===== src/rtl/cpu_pkg.sv =====
// Shared definitions for the multicycle control unit: opcodes, ALU codes
// and the controller state encoding.
package cpu_pkg;

  localparam logic [6:0] OP_R     = 7'b0110011;
  localparam logic [6:0] OP_I     = 7'b0010011;
  localparam logic [6:0] OP_LOAD  = 7'b0000011;
  localparam logic [6:0] OP_STORE = 7'b0100011;
  localparam logic [6:0] OP_B     = 7'b1100011;
  localparam logic [6:0] OP_J     = 7'b1101111;

  localparam logic [3:0] ALU_ADD = 4'b0000;
  localparam logic [3:0] ALU_SUB = 4'b0001;
  localparam logic [3:0] ALU_AND = 4'b0010;
  localparam logic [3:0] ALU_OR  = 4'b0011;
  localparam logic [3:0] ALU_XOR = 4'b0100;
  localparam logic [3:0] ALU_SLT = 4'b0101;

  localparam logic [6:0] F7_BASE = 7'b0000000;
  localparam logic [6:0] F7_ALT  = 7'b0100000;

  typedef enum logic [2:0] {
    FETCH     = 3'd0,
    DECODE    = 3'd1,
    EXECUTE   = 3'd2,
    MEM_WAIT  = 3'd3,
    WRITEBACK = 3'd4,
    TRAP      = 3'd5
  } state_e;

endpackage


===== src/rtl/alu_decoder.sv =====
// Combinational decode of the latched instruction fields into an ALU code
// plus a flag saying whether the opcode/funct combination is supported.
module alu_decoder
  import cpu_pkg::*;
(
  input  logic [6:0] opcode,
  input  logic [2:0] funct_3,
  input  logic [6:0] func_7,
  output logic [3:0] alucontrol,
  output logic       valid
);

  // Opcode/funct lookup; anything not listed is flagged invalid
  always_comb begin
    alucontrol = ALU_ADD;
    valid      = 1'b0;
    case (opcode)
      OP_R, OP_I: begin
        case (funct_3)
          3'b000: begin
            // only R-type distinguishes ADD/SUB via func_7
            if (opcode == OP_I) begin
              alucontrol = ALU_ADD;
              valid      = 1'b1;
            end else if (func_7 == F7_ALT) begin
              alucontrol = ALU_SUB;
              valid      = 1'b1;
            end else if (func_7 == F7_BASE) begin
              alucontrol = ALU_ADD;
              valid      = 1'b1;
            end else begin
              alucontrol = ALU_ADD;
              valid      = 1'b0;
            end
          end
          3'b111: begin alucontrol = ALU_AND; valid = 1'b1; end
          3'b110: begin alucontrol = ALU_OR;  valid = 1'b1; end
          3'b100: begin alucontrol = ALU_XOR; valid = 1'b1; end
          3'b010: begin alucontrol = ALU_SLT; valid = 1'b1; end
          default: begin alucontrol = ALU_ADD; valid = 1'b0; end
        endcase
      end
      OP_LOAD, OP_STORE, OP_J: begin
        alucontrol = ALU_ADD;
        valid      = 1'b1;
      end
      OP_B: begin
        alucontrol = ALU_SUB;
        valid      = (funct_3 == 3'b000) || (funct_3 == 3'b001);
      end
      default: begin
        alucontrol = ALU_ADD;
        valid      = 1'b0;
      end
    endcase
  end

endmodule


===== src/rtl/multicycle_control_unit.sv =====
// Multicycle CPU controller: FETCH/DECODE/EXECUTE/MEM_WAIT/WRITEBACK FSM with
// a bounded memory wait and a sticky TRAP state for illegal ops and timeouts.
module multicycle_control_unit
  import cpu_pkg::*;
#(
  parameter int ALUCTRL_W   = 4,
  parameter int MEM_TIMEOUT = 15
) (
  input  logic                 clk,
  input  logic                 rst,
  input  logic                 instr_valid,
  input  logic [6:0]           opcode,
  input  logic [2:0]           funct_3,
  input  logic [6:0]           func_7,
  input  logic                 zero,
  input  logic                 mem_ready,
  output logic                 instr_ready,
  output logic                 irwrite,
  output logic                 pcwrite,
  output logic                 regwrite,
  output logic                 memread,
  output logic                 memwrite,
  output logic                 memtoreg,
  output logic                 alusrc,
  output logic                 branch_taken,
  output logic                 jump,
  output logic [ALUCTRL_W-1:0] alucontrol,
  output logic                 busy,
  output logic                 illegal,
  output logic                 mem_fault
);

  state_e      state_r, state_s;
  logic [6:0]  opcode_r;
  logic [2:0]  funct3_r;
  logic [6:0]  funct7_r;
  logic [7:0]  mem_cnt_r;
  logic        illegal_r;
  logic        mem_fault_r;
  logic [3:0]  dec_alu_s;
  logic        dec_valid_s;
  logic        is_load_s;
  logic        timeout_s;

  alu_decoder u_alu_decoder (
    .opcode     (opcode_r),
    .funct_3    (funct3_r),
    .func_7     (funct7_r),
    .alucontrol (dec_alu_s),
    .valid      (dec_valid_s)
  );

  assign is_load_s = (opcode_r == OP_LOAD);
  // counter holds cycles already spent in MEM_WAIT, so the limit is hit on the last allowed cycle
  assign timeout_s = (mem_cnt_r == 8'(MEM_TIMEOUT - 1));
  assign illegal   = illegal_r;
  assign mem_fault = mem_fault_r;

  // Next-state and datapath strobe decode
  always_comb begin
    state_s      = state_r;
    instr_ready  = 1'b0;
    irwrite      = 1'b0;
    pcwrite      = 1'b0;
    regwrite     = 1'b0;
    memread      = 1'b0;
    memwrite     = 1'b0;
    memtoreg     = 1'b0;
    alusrc       = 1'b0;
    branch_taken = 1'b0;
    jump         = 1'b0;
    alucontrol   = {ALUCTRL_W{1'b0}};
    busy         = (state_r != FETCH);
    case (state_r)
      FETCH: begin
        instr_ready = 1'b1;
        if (instr_valid && !rst) begin
          irwrite = 1'b1;
          state_s = DECODE;
        end else begin
          state_s = FETCH;
        end
      end
      DECODE: begin
        if (dec_valid_s) begin
          state_s = EXECUTE;
        end else begin
          state_s = TRAP;
        end
      end
      EXECUTE: begin
        alucontrol = ALUCTRL_W'(dec_alu_s);
        case (opcode_r)
          OP_R: state_s = WRITEBACK;
          OP_I: begin
            alusrc  = 1'b1;
            state_s = WRITEBACK;
          end
          OP_LOAD, OP_STORE: begin
            alusrc  = 1'b1;
            state_s = MEM_WAIT;
          end
          OP_B: begin
            // PC is written either way: PC+4 when not taken, target when taken
            branch_taken = (funct3_r == 3'b000) ? zero : !zero;
            pcwrite      = 1'b1;
            state_s      = FETCH;
          end
          OP_J: begin
            jump     = 1'b1;
            regwrite = 1'b1;
            pcwrite  = 1'b1;
            state_s  = FETCH;
          end
          default: state_s = TRAP;
        endcase
      end
      MEM_WAIT: begin
        alucontrol = ALUCTRL_W'(ALU_ADD);
        alusrc     = 1'b1;
        memread    = is_load_s;
        memwrite   = !is_load_s;
        if (mem_ready) begin
          if (is_load_s) begin
            state_s = WRITEBACK;
          end else begin
            pcwrite = 1'b1;
            state_s = FETCH;
          end
        end else if (timeout_s) begin
          state_s = TRAP;
        end else begin
          state_s = MEM_WAIT;
        end
      end
      WRITEBACK: begin
        regwrite = 1'b1;
        pcwrite  = 1'b1;
        memtoreg = is_load_s;
        state_s  = FETCH;
      end
      TRAP:    state_s = TRAP;
      default: state_s = FETCH;
    endcase
  end

  // State, latched instruction fields, wait counter and sticky fault flags
  always_ff @(posedge clk) begin
    if (rst) begin
      state_r     <= FETCH;
      opcode_r    <= 7'd0;
      funct3_r    <= 3'd0;
      funct7_r    <= 7'd0;
      mem_cnt_r   <= 8'd0;
      illegal_r   <= 1'b0;
      mem_fault_r <= 1'b0;
    end else begin
      state_r <= state_s;
      if (irwrite) begin
        opcode_r <= opcode;
        funct3_r <= funct_3;
        funct7_r <= func_7;
      end else begin
        opcode_r <= opcode_r;
        funct3_r <= funct3_r;
        funct7_r <= funct7_r;
      end
      if (state_r == EXECUTE) begin
        mem_cnt_r <= 8'd0;
      end else if (state_r == MEM_WAIT) begin
        mem_cnt_r <= mem_cnt_r + 8'd1;
      end else begin
        mem_cnt_r <= mem_cnt_r;
      end
      if (state_r == DECODE && !dec_valid_s) begin
        illegal_r <= 1'b1;
      end else begin
        illegal_r <= illegal_r;
      end
      if (state_r == MEM_WAIT && state_s == TRAP) begin
        mem_fault_r <= 1'b1;
      end else begin
        mem_fault_r <= mem_fault_r;
      end
    end
  end

endmodule


===== config.mk =====
export PLATFORM = sky130hd
export DESIGN_NAME = multicycle_control_unit
export DESIGN_NICKNAME = d
export VERILOG_FILES = /design/src/rtl/cpu_pkg.sv /design/src/rtl/alu_decoder.sv /design/src/rtl/multicycle_control_unit.sv
export SDC_FILE = /design/constraint.sdc
export NUM_CORES = 1
export LEC_CHECK = 0
export CAP_MARGIN = 20
export CORE_MARGIN = 4
export CORE_UTILIZATION = 40
export CTS_CLUSTER_SIZE = 24
export DETAILED_ROUTE_END_ITERATION = 16
export GPL_ROUTABILITY_DRIVEN = 0
export PLACE_DENSITY = 0.72
export SYNTH_ARGS = -nofsm -noshare
export SYNTH_HDL_FRONTEND = slang
export SYNTH_SLANG_ARGS = --single-unit

===== constraint.sdc =====
create_clock -name clk -period 1.64 [get_ports clk]
set_input_delay 0.328 -clock clk [delete_from_list [all_inputs] [get_ports clk]]
set_output_delay 0.328 -clock clk [all_outputs]
set_load 0.05 [all_outputs]

==> key figures <==
Run status
  – Status: complete, but fails checks
  – Failing checks: negative setup slack

CTS
  – Root Driver: clkbuf_8
  – Clock sink count: 30
  – Hold_buf cts: 0
  – CTS tree: built
  – CTS Buf Count: 5
  – Bufs on Longest Clock Path: 2
  – H-tree depth: 2
  – Clk Latency, worst-skew pair: 290 ps
  – Clk slew on worst S/H paths: 60 ps

Hold path
  – HP Class: flop to flop

Worst setup path
  – Worst-path cell with the longest stage delay: o41ai_4
  – Crit path kind: flop to primary output
  – Crit end category: primary output
  – Critical path launch point type: flop
  – CP delay by family, top: buffers and inverters
  – Crit-path max FO: 4
  – Worst endpoint required time: 1310 ps
  – Critical path's largest stage delay: 340 ps
  – Worst-path cell chain: buf_4, nor3_2, nand4_1, buf_4, o41ai_4, buf_12
  – Crit path DAT: 1880 ps
  – Buf+Inv Stages, Crit Path: 3
  – CP most frequent cell: buf_4

Drt
  – DR WL/cell: 14.4 um
  – Via count: 1747
  – Drc violations: 0
  – Vias per cell: 5.26
  – Initial DRT Pass Iterations: 4
  – Final WL: 4800 um
  – DRC violation total after the first TritonRoute iteration: 93
  – Routed Antenna Nets: 0

Placed design
  – Post-DP Area: 0.00248 mm2
  – PortBufs: 37
  – Post-placement setup slack: -355 ps
  – Cell total after placement: 321
  – HPWL after DPL: 3340 um

GRT
  – Total track usage: 19.2%
  – First-pass GRT wire length: 7660 um
  – Initial antenna violation count: 0
  – Largest net degree at the start of global routing: 18
  – Vias in the first global route: 1710
  – Global route overflow: 0

Power
  – Seq pwr share: 37.2%
  – Clk pwr share: 35.1%
  – Pwr Density: 788 mW/mm2
  – Pleak: 1.11 nW
  – Switching Fraction: 28.9%
  – Power Internal: 1.55 mW
  – Pwr Total: 2.18 mW
  – VDD IR-drop max: 628 uV
  – Sw Pwr: 0.630 mW
  – Gate power share: 27.7%

Synth
  – Yosys cell types: 46
  – Yosys top cell by area: dfxtp_1
  – Yosys warns: 0
  – Post-synth top area share: 38.1%
  – Seq/Total Area, Yosys: 38.1%
  – Post-Syn Nets: 232
  – Number of flops mapped to enable cells by yosys: 0
  – Most frequent cells after synthesis: 49 x nand2_1, 30 x dfxtp_1, 24 x a21oi_1, 17 x nor2_1, 8 x inv_1
  – Synth area leaders: dfxtp_1 38%, nand2_1 12%, a21oi_1 7.6%
  – Syn Inst Count: 208
  – Most used DFF post-synth: dfxtp_1
  – Async set-or-reset flop fraction in the synthesized netlist: 0%
  – Avg Inst Size Synth: 7.57 um2
  – Mapped Area: 0.00158 mm2
  – #FFs+latches synth: 30
  – Most frequent cell after synthesis: nand2_1

Floorplanning
  – Core Footprint: 0.00374 mm2
  – I/O pin total: 39
  – Core Rows: 22
  – Initial Utilization: 42.1%
  – Die H: 70.8 um
  – Die Area: 0.00501 mm2
  – Die width: 70.8 um

Finish
  – Layout Cells excl Fill: 332
  – Antenna Cells: 0
  – Ratio of cells with drive above 1 in the final layout: 38.0%
  – Multi-input logic area: 0.00109 mm2
  – Filler instances: 269
  – Area delta synth->final: 75.9%
  – Post-layout util: 74.0%
  – Post-route cell area: 0.00277 mm2
  – Sequential cell area: 609 um2
  – Final net count: 308

STA
  – Slew Limit Fails: 0
  – RSZ-0062 raised after global routing: yes
  – Worst Hold Slack: 458 ps
  – Final hold vios: 0
  – Clock Skew: 6.05 ps
  – Final setup fails: 17
  – Final Cycle Share: 134%
  – Setup WS post-layout: -564 ps
  – Setup TNS: -5100 ps
  – Fin crit period: 2200 ps
  – Max Clk Rate: 454 MHz

Job
  – Max_cap viols: 0
cell usage in the layout, fill, tap and decap left out, types with 6 or more instances in the layout:
cell and count:
nand2_1 47, buf_4 37, dfxtp_1 23, a21oi_1 21, clkdlybuf4s50_1 21, buf_12 13
nor2_1 11, buf_6 9, nor2_4 7, inv_1 7, dfxtp_2 7, clkbuf_8 6
tightest hold or removal path: stages (launching register included):
cell and delay (ps):
dfxtp_1 310, nand2_1 50, a21oi_1 50
flip-flops by register name (all words and copies together) (netlist names):
register	cells
mem_cnt_r	8
mem_fault	1
illegal	1
state_r	3
opcode_r	7
funct3_r	3
funct7_r	7
routing by layer:
metal  part of all wire [%]  vias to the layer above  GRT usage (%)  wire, um
met2                     52                       46           34.6      2510
li1                       -                      867              -         -
met1                     40                      820           20.8      1910
met4                    3.4                        0           9.19       162
met3                    4.5                       14           4.69       215
met5                      0                        -              0         0
path summary, 6_finish.rpt:
path | from | endpoint | slack (ps) | depth (start not counted)
worst min register to register | funct7_r[6]$_SDFFE_PP0P_ | funct7_r[6]$_SDFFE_PP0P_ | 460 | 2
worst max register to register | opcode_r[6]$_SDFFE_PP0P_ | state_r[2]$_SDFF_PP0_ | -130 | 7
worst max-delay path | opcode_r[6]$_SDFFE_PP0P_ | alucontrol[0] | -560 | 6
worst min-delay path | funct7_r[6]$_SDFFE_PP0P_ | funct7_r[6]$_SDFFE_PP0P_ | 460 | 2
power groups by stage:
stage / clock network (mW) / logic, mW / registers, mW
6_report: 0.765 / 0.604 / 0.813
2_1_floorplan: 0 / 0.298 / 0.828
3_3_place_gp: 0 / 0.534 / 0.817
5_1_grt: 0.799 / 0.645 / 0.816
3_5_place_dp: 0 / 0.543 / 0.821
4_1_cts: 0.775 / 0.589 / 0.811
cells by family (layout without fill, tap and decap cells):
group | Yosys count | after routing | synth area share [%]
fa+ha+maj | 2 | 2 | 1.59
xor+xnor | 8 | 8 | 4.45
compound gates | 41 | 41 | 16.0
buf+inv | 20 | 96 | 6.04
flops | 30 | 30 | 38.1
simple gates | 105 | 105 | 32.8
mux | 1 | 1 | 0.715
other cells | 1 | 1 | 0.238
repair_timing:
action	CTS	global route
buffers inserted	4	1
endpoints found under the setup margin	16	17
resized for setup	27	12
pin swaps	7	4
final cells by class:
type	count	share of cell area (%)
Inverter	8	1.17
Tap cell	48	2.17
Multi-Input combinational cell	158	39.4
Clock buffer	6	2.98
Timing Repair Buffer	81	31.2
Sequential cell	30	22.0
Clock inverter	1	1.08
No activity file was read; power rests on OpenSTA's default activity.
